==> src/rtl/jac_pkg.sv <==
// Shared constants for the Jac1-8 control unit: widths, opcodes, FSM states,
// flag bit positions and instruction field positions.
package jac_pkg;

  localparam int DataWidth     = 8;
  localparam int NumOpCodeBits = 5;
  localparam int ParamBits     = 8;
  localparam int NumStatusBits = 3;
  localparam int PcWidth       = 8;
  localparam int InstrWidth    = 16;
  localparam int NumRegs       = 8;
  localparam int RsBits        = $clog2(NumRegs);

  localparam logic [NumOpCodeBits-1:0] Op_NOP = 5'h00;
  localparam logic [NumOpCodeBits-1:0] Op_ADD = 5'h01;
  localparam logic [NumOpCodeBits-1:0] Op_SUB = 5'h02;
  localparam logic [NumOpCodeBits-1:0] Op_AND = 5'h03;
  localparam logic [NumOpCodeBits-1:0] Op_OR  = 5'h04;
  localparam logic [NumOpCodeBits-1:0] Op_NOT = 5'h05;
  localparam logic [NumOpCodeBits-1:0] Op_SHL = 5'h06;
  localparam logic [NumOpCodeBits-1:0] Op_SHR = 5'h07;
  localparam logic [NumOpCodeBits-1:0] Op_VAL = 5'h08;
  localparam logic [NumOpCodeBits-1:0] Op_STA = 5'h09;
  localparam logic [NumOpCodeBits-1:0] Op_LDR = 5'h0A;
  localparam logic [NumOpCodeBits-1:0] Op_JMP = 5'h10;
  localparam logic [NumOpCodeBits-1:0] Op_JZ  = 5'h11;
  localparam logic [NumOpCodeBits-1:0] Op_JC  = 5'h12;
  localparam logic [NumOpCodeBits-1:0] Op_HLT = 5'h1F;

  localparam int FLAG_C = 0;
  localparam int FLAG_Z = 2;

  // Instruction layout: opcode[15:11] rs[10:8] param[7:0]
  localparam int OpcodeMsb = 15;
  localparam int OpcodeLsb = 11;
  localparam int RsMsb     = 10;
  localparam int RsLsb     = 8;
  localparam int ParamMsb  = 7;
  localparam int ParamLsb  = 0;

  typedef enum logic [2:0] {
    ST_IDLE    = 3'd0,
    ST_FETCH   = 3'd1,
    ST_DECODE  = 3'd2,
    ST_EXECUTE = 3'd3,
    ST_HALT    = 3'd4
  } state_t;

  function automatic logic is_alu_op(input logic [NumOpCodeBits-1:0] op);
    return (op >= Op_ADD) && (op <= Op_VAL);
  endfunction

endpackage

==> src/rtl/jac_regfile.sv <==
// General-purpose register file: combinational read, synchronous write,
// synchronous clear.
module jac_regfile #(
  parameter int NumRegs   = 8,
  parameter int DataWidth = 8,
  parameter int AddrBits  = $clog2(NumRegs)
) (
  input  logic                 clk,
  input  logic                 srst,
  input  logic [AddrBits-1:0]  raddr,
  output logic [DataWidth-1:0] rdata,
  input  logic                 we,
  input  logic [AddrBits-1:0]  waddr,
  input  logic [DataWidth-1:0] wdata
);

  logic [DataWidth-1:0] regs_reg [NumRegs];
  logic [NumRegs-1:0]   we_vec;

  generate
    for (genvar gi = 0; gi < NumRegs; gi++) begin : g_we
      assign we_vec[gi] = we && (waddr == AddrBits'(gi));
    end
  endgenerate

  always_ff @(posedge clk) begin
    for (int i = 0; i < NumRegs; i++) begin
      if (srst) begin
        regs_reg[i] <= '0;
      end else if (we_vec[i]) begin
        regs_reg[i] <= wdata;
      end
    end
  end

  assign rdata = regs_reg[raddr];

endmodule

==> src/rtl/jac_control_unit.sv <==
// Jac1-8 fetch/decode/execute sequencer: owns PC, accumulator, flags and the
// register file, and drives the external combinational ALU.
module jac_control_unit
  import jac_pkg::*;
(
  input  logic                     clk,
  input  logic                     reset,
  input  logic                     start,
  output logic [PcWidth-1:0]       imem_addr,
  input  logic [InstrWidth-1:0]    imem_data,
  output logic [NumOpCodeBits-1:0] alu_opcode,
  output logic [DataWidth-1:0]     alu_operand1,
  output logic [DataWidth-1:0]     alu_operand2,
  output logic [ParamBits-1:0]     alu_param,
  input  logic [DataWidth-1:0]     alu_result,
  input  logic [NumStatusBits-1:0] alu_status,
  output logic [DataWidth-1:0]     acc,
  output logic [NumStatusBits-1:0] flags,
  output logic [PcWidth-1:0]       pc,
  output logic                     halted
);

  state_t                   state_reg, state_next;
  logic [PcWidth-1:0]       pc_reg, pc_next;
  logic [DataWidth-1:0]     acc_reg, acc_next;
  logic [NumStatusBits-1:0] flags_reg, flags_next;
  logic [InstrWidth-1:0]    ir_reg, ir_next;

  logic [NumOpCodeBits-1:0] ir_opcode;
  logic [RsBits-1:0]        ir_rs;
  logic [ParamBits-1:0]     ir_param;
  logic [DataWidth-1:0]     rf_rdata;
  logic                     rf_we;

  assign ir_opcode = ir_reg[OpcodeMsb:OpcodeLsb];
  assign ir_rs     = ir_reg[RsMsb:RsLsb];
  assign ir_param  = ir_reg[ParamMsb:ParamLsb];

  jac_regfile #(
    .NumRegs   (NumRegs),
    .DataWidth (DataWidth)
  ) u_regfile (
    .clk   (clk),
    .srst  (reset),
    .raddr (ir_rs),
    .rdata (rf_rdata),
    .we    (rf_we),
    .waddr (ir_rs),
    .wdata (acc_reg)
  );

  always_ff @(posedge clk) begin
    if (reset) begin
      state_reg <= ST_IDLE;
      pc_reg    <= '0;
      acc_reg   <= '0;
      flags_reg <= '0;
      ir_reg    <= '0;
    end else begin
      state_reg <= state_next;
      pc_reg    <= pc_next;
      acc_reg   <= acc_next;
      flags_reg <= flags_next;
      ir_reg    <= ir_next;
    end
  end

  always_comb begin
    state_next = state_reg;
    pc_next    = pc_reg;
    acc_next   = acc_reg;
    flags_next = flags_reg;
    ir_next    = ir_reg;
    alu_opcode = Op_NOP;
    rf_we      = 1'b0;

    case (state_reg)
      ST_IDLE: begin
        if (start) state_next = ST_FETCH;
      end
      ST_FETCH: begin
        state_next = ST_DECODE;
      end
      ST_DECODE: begin
        ir_next    = imem_data;
        state_next = ST_EXECUTE;
      end
      ST_EXECUTE: begin
        state_next = ST_FETCH;
        pc_next    = pc_reg + 1'b1;
        if (is_alu_op(ir_opcode)) begin
          alu_opcode = ir_opcode;
          acc_next   = alu_result;
          flags_next = alu_status;
        end else begin
          // Jumps see flags_reg, i.e. the flags left by the previous instruction
          case (ir_opcode)
            Op_STA: rf_we = 1'b1;
            Op_LDR: begin
              acc_next           = rf_rdata;
              flags_next[FLAG_Z] = (rf_rdata == '0);
            end
            Op_JMP: pc_next = PcWidth'(ir_param);
            Op_JZ:  if (flags_reg[FLAG_Z]) pc_next = PcWidth'(ir_param);
            Op_JC:  if (flags_reg[FLAG_C]) pc_next = PcWidth'(ir_param);
            Op_HLT: begin
              pc_next    = pc_reg;
              state_next = ST_HALT;
            end
            default: ;
          endcase
        end
      end
      ST_HALT: begin
        state_next = ST_HALT;
      end
      default: begin
        state_next = ST_IDLE;
      end
    endcase
  end

  // pc only changes at the end of EXECUTE, so it is stable throughout FETCH
  assign imem_addr    = pc_reg;
  assign alu_operand1 = acc_reg;
  assign alu_operand2 = rf_rdata;
  assign alu_param    = ir_param;
  assign acc          = acc_reg;
  assign flags        = flags_reg;
  assign pc           = pc_reg;
  assign halted       = (state_reg == ST_HALT);

endmodule
==> config.mk <==
export PLATFORM = sky130hd
export DESIGN_NAME = jac_control_unit
export DESIGN_NICKNAME = d
export VERILOG_FILES = /design/src/rtl/jac_pkg.sv /design/src/rtl/jac_regfile.sv /design/src/rtl/jac_control_unit.sv
export SDC_FILE = /design/constraint.sdc
export NUM_CORES = 1
export LEC_CHECK = 0
export CORE_MARGIN = 2
export CORE_UTILIZATION = 45
export CTS_CLUSTER_SIZE = 28
export DETAILED_ROUTE_END_ITERATION = 10
export PLACE_DENSITY = 0.72
export SYNTH_ARGS = -nofsm -noshare
export SYNTH_HDL_FRONTEND = slang
export SYNTH_SLANG_ARGS = --single-unit
==> constraint.sdc <==
create_clock -name clk -period 2.15 [get_ports clk]
set_clock_uncertainty 0.05 [all_clocks]
set_input_delay 0.645 -clock clk [delete_from_list [all_inputs] [get_ports clk]]
set_output_delay 0.645 -clock clk [all_outputs]
set_load 0.02 [all_outputs]
* Word level (Yosys, flattened, before mapping) *
Memories as Yosys holds them, arrays and structs flattened. A register that Yosys moved wholly into a read port is not among the register bits.
Cells that the tools add are included.

word-level totals
  output and inout bits = 57
  bits of input ports = 30
  memories kept = 1
  memory bits (writable) = 64
  register bits after elaboration = 38
  word-level logic and storage cells = 106

cells by class
  eq/ne operators = 19
  reduce and logical (&&, ||, !) cells = 16
  bitwise operators = 8
  order comparisons = 2
  muxes and demuxes = 53
  add/subtract/negate cells = 1

memory list
  memory              words  bits a word  read ports  clocked after memory_dff  write ports  RTL line           RTL
  u_regfile.regs_reg  8      8            1           1                         8            jac_regfile.sv:17  logic [DataWidth-1:0] regs_reg [NumRegs];

operator list
  cell                                                             count
  2-to-1 mux 8 bit                                                 13
  case mux 8 bit (4 select lines)                                  1
  2-to-1 mux 1 bit                                                 31
  equality test 5 bit (second input constant)                      4
  equality test 3 bit (second input constant)                      5
  2-to-1 mux 3 bit                                                 5
  case mux 3 bit (5 select lines)                                  1
  equality test 3 x 2 -> 1 bit (second input constant)             4
  equality test 5 x 4 -> 1 bit (second input constant)             2
  2-to-1 mux 5 bit                                                 2
  logical AND 1 bit                                                9
  adder 8 x 1 -> 8 bit (second input constant)                     1
  zero test 8 bit                                                  1
  OR 1 bit                                                         8
  equality test 3 x 1 -> 1 bit (second input constant)             2
  zero test 3 bit                                                  2
  AND reduction 2 bit                                              3
  >= comparator 5 x 1 -> 1 bit (second input constant)             1
  less-or-equal comparator 5 x 4 -> 1 bit (second input constant)  1
  inequality test 2 bit (second input constant)                    2
  nonzero test 2 bit                                               1

* Depth between registers and ports, before layout *
  word-level depth = 9
  mapped depth = 7
  depth with buffers taken out = 6

* Hierarchy *
Synthesis repeated with hierarchy kept, for this count alone.

unflattened totals
  cells, all modules = 437
  area, all modules = 5103.6 sq um

modules (own cells, without submodules)
  module            seq. area each (sq um)  area each (sq um)  times used  cells each
  jac_regfile       1921.8                  2987.9             1           195
  jac_control_unit  760.7                   2115.8             1           242

* Least setup slack after synthesis *
Ideal clock, no wire load.

  kind = reg-to-output
  from = reg with a tool-made name
  to = out alu_operand2[0]
  cell stages (with the launch flop) = 5
  arrival = 1.542 ns
  buffers on the path = 2
  path slack = -0.087 ns
  data required time = 1.455 ns
  path through = dfxtp_1 -> clkbuf_1 -> buf_1 -> mux4_2 -> mux2_2

RTL lines
  what           RTL line                RTL
  end, declared  jac_control_unit.sv:13  output logic [DataWidth-1:0] alu_operand2,

==> out/results.tsv <==
metric	value	unit
Async SR Flop Fraction	0	%
initial antenna violation count	0	
GRT Util Overall	23.6	%
H-tree levels	3	
hpwl dp	8730	um
Worst EP required	1.45	ns
Pwr Density	733	nW/um^2
CP max FO	8	
max reg flops	64	
total number of vias	3736	
number of max-cap violations	0	
status	finished with violations	
IO Count	87	
Setup crit start kind	flop	
share of cells above drive strength 1	29.7	%
clock transition at the registers of the reported paths	0.07	ns
hold_ws	0.427	ns
post-synthesis average cell area	12.0	sq um
Setup CP Type	flop to output pin	
largest net degree at the start of global routing	24	
syn nets	456	
vias per inst	5.42	
post-route worst setup slack	-0.394	ns
CP Data Arrival Time	1.85	ns
max frequency	0.393	GHz
minimum period implied by the final worst setup slack	2.54	ns
worst-skew pair later-pin latency	0.35	ns
Setup violations, final	13	
top-count cell post-synth	and2_1	
sequential area share after synthesis	53.9	%
static leakage	2.81	nW
post-synth top area share	37.8	%
vias in the first global route	3924	
synth warn	0	
Max Slew Vio Count	0	
fin nets	575	
CTS tree	yes	
Chip Height	110	um
Peak supply drop	357	uV
synthesis-to-finish area growth	35.6	%
Crit path largest cell delay	0.49	ns
main flop type after synthesis	edfxtp_1	
Placer Congestion	0.807	
setup TNS	-4.15	ns
CP max-delay cell	mux4_2	
row count	38	
WL final	13300	um
FILL cells	841	
TritonCTS Buffers	9	
CTS Hold Bufs	0	
grt ovf	0	
Final period util	118	%
Register Area	2760	sq um
CP Capture Type	output pin	
DP Area	6240	sq um
most frequent cells after synthesis	and2_1, edfxtp_1, dfxtp_1	
post-synth cell types	52	
number of nets still failing antenna checks after routing	0	
core area	10900	sq um
DRC errors left	0	
Synth Cell Area	5080	sq um
Initial Util	46.5	%
global-route wire length before repair	20800	um
top cells by area, synth	edfxtp_1, dfxtp_1, and2_1	
initial drt markers	185	
root buf cell	clkbuf_16	
Die Width	110	um
port bufs	85	
Max Buffers Root-to-Sink	2	
DR WL/cell	19.3	um
# diodes	0	
Syn Inst Count	425	
Yosys top cell by area	edfxtp_1	
CP cell instances	buf_12 -> mux4_2 -> mux2_4 -> buf_6	
worst hold path type	flop to flop	
Initial DRT Pass Iterations	4	
Post-Layout Inst Area	6900	sq um
RSZ-0062 raised after global routing	yes	
Seq cells post-synth	105	
area occupied by multi-input gates	2120	sq um
die area	12200	sq um
failing checks	negative setup slack	
TritonCTS Sinks	105	
final hold violation count	0	
EDFF count, synth	64	
==> power breakdown <==
part / internal (mW) / switching (mW) / leakage [nW]
clock network: 1.03 / 0.769 / 0.153
logic: 0.510 / 0.460 / 1.66
registers: 2.22 / 0.0713 / 0.998
total: 3.76 / 1.30 / 2.81
==> per-stage QoR <==
stage          std cells  utilization, %  power (mW)  setup slack, ns
4_1_cts              689            62.4        5.03           -0.391
5_1_grt              689            63.1        5.22           -0.424
6_report             689            63.1        5.06           -0.394
2_1_floorplan        425               -        2.82          0.00196
3_5_place_dp         657            57.0        3.19           -0.514
3_3_place_gp         657            57.0        3.16           -0.484
==> placed cells by master, fill, tap and decap left out, types with 3 or more instances in the layout <==
cell,Yosys,final
edfxtp_1,64,64
and2_1,69,63
clkdlybuf4s50_1,0,48
buf_4,26,47
nand2_1,34,34
dfxtp_1,41,32
nor2_1,30,30
buf_6,2,28
a21oi_1,20,19
mux4_2,12,16
dlymetal6s2s_1,0,12
mux2i_1,11,11
dlygate4sd2_1,0,11
mux2_4,2,9
clkbuf_16,0,9
o21bai_1,8,8
dfxtp_2,0,7
and2_4,0,6
nand2b_1,5,5
inv_1,5,5
nor3_2,5,5
nand3_1,6,5
o21ai_1,5,5
nor3_1,6,5
a211oi_1,4,4
mux2_2,11,4
nor4_4,1,3
a31oi_1,3,3
a22oi_1,3,3
buf_12,1,3
==> layout make-up <==
type	instances	share of cell area [%]
tap	140	2.54
sequential	105	40.0
clock buffer	9	3.27
clock inverter	7	1.47
inverter	5	0.272
timing repair buffer	152	21.6
multi-input combinational	271	30.8
==> logic make-up (layout without fill, tap and decap cells) <==
logic type | after synthesis | count (layout) | share of synthesized area [%]
flip-flops | 105 | 105 | 53.9
adder cells (fa/ha/maj) | 1 | 1 | 0.246
buffers and inverters | 49 | 173 | 6.15
AO/OA/AOI/OAI | 54 | 54 | 7.33
AND/OR/NAND/NOR | 172 | 172 | 19.1
other | 1 | 1 | 0.0737
multiplexers | 42 | 42 | 13.0
XOR/XNOR | 1 | 1 | 0.172
==> worst paths after layout <==
path,depth (start not counted),start,endpoint,slack (ns)
worst max register to register,7,flop,flags[2]$_SDFFE_PP0P_,-0.16
worst min register to register,2,ir_reg[4]$_SDFFE_PP0P_,ir_reg[4]$_SDFFE_PP0P_,0.43
worst max-delay path,4,flop,alu_operand2[2],-0.39
worst min-delay path,2,ir_reg[4]$_SDFFE_PP0P_,ir_reg[4]$_SDFFE_PP0P_,0.43
==> repair_timing <==
action | in CTS | in global routing
pin swaps | 7 | 13
buffers inserted | 16 | 5
resized for setup | 129 | 29
cloned | 1 | 0
setup endpoints to repair | 68 | 124
==> worst max-delay path, delay by kind of cell (launching register included) <==
| family | cells | cell delay, ns |
|---|---|---|
| flops | 1 | 0.41 |
| mux | 2 | 0.80 |
| buf+inv | 2 | 0.29 |
==> metal layers <==
metal	global-route usage (%)	part of all wire [%]	up-vias
met5	0	0	-
met4	10.8	2.6	0
met3	4.47	6.8	25
met2	41.8	50	149
met1	27.5	40	1828
li1	-	-	1734
(Power assumes the default switching activity.)
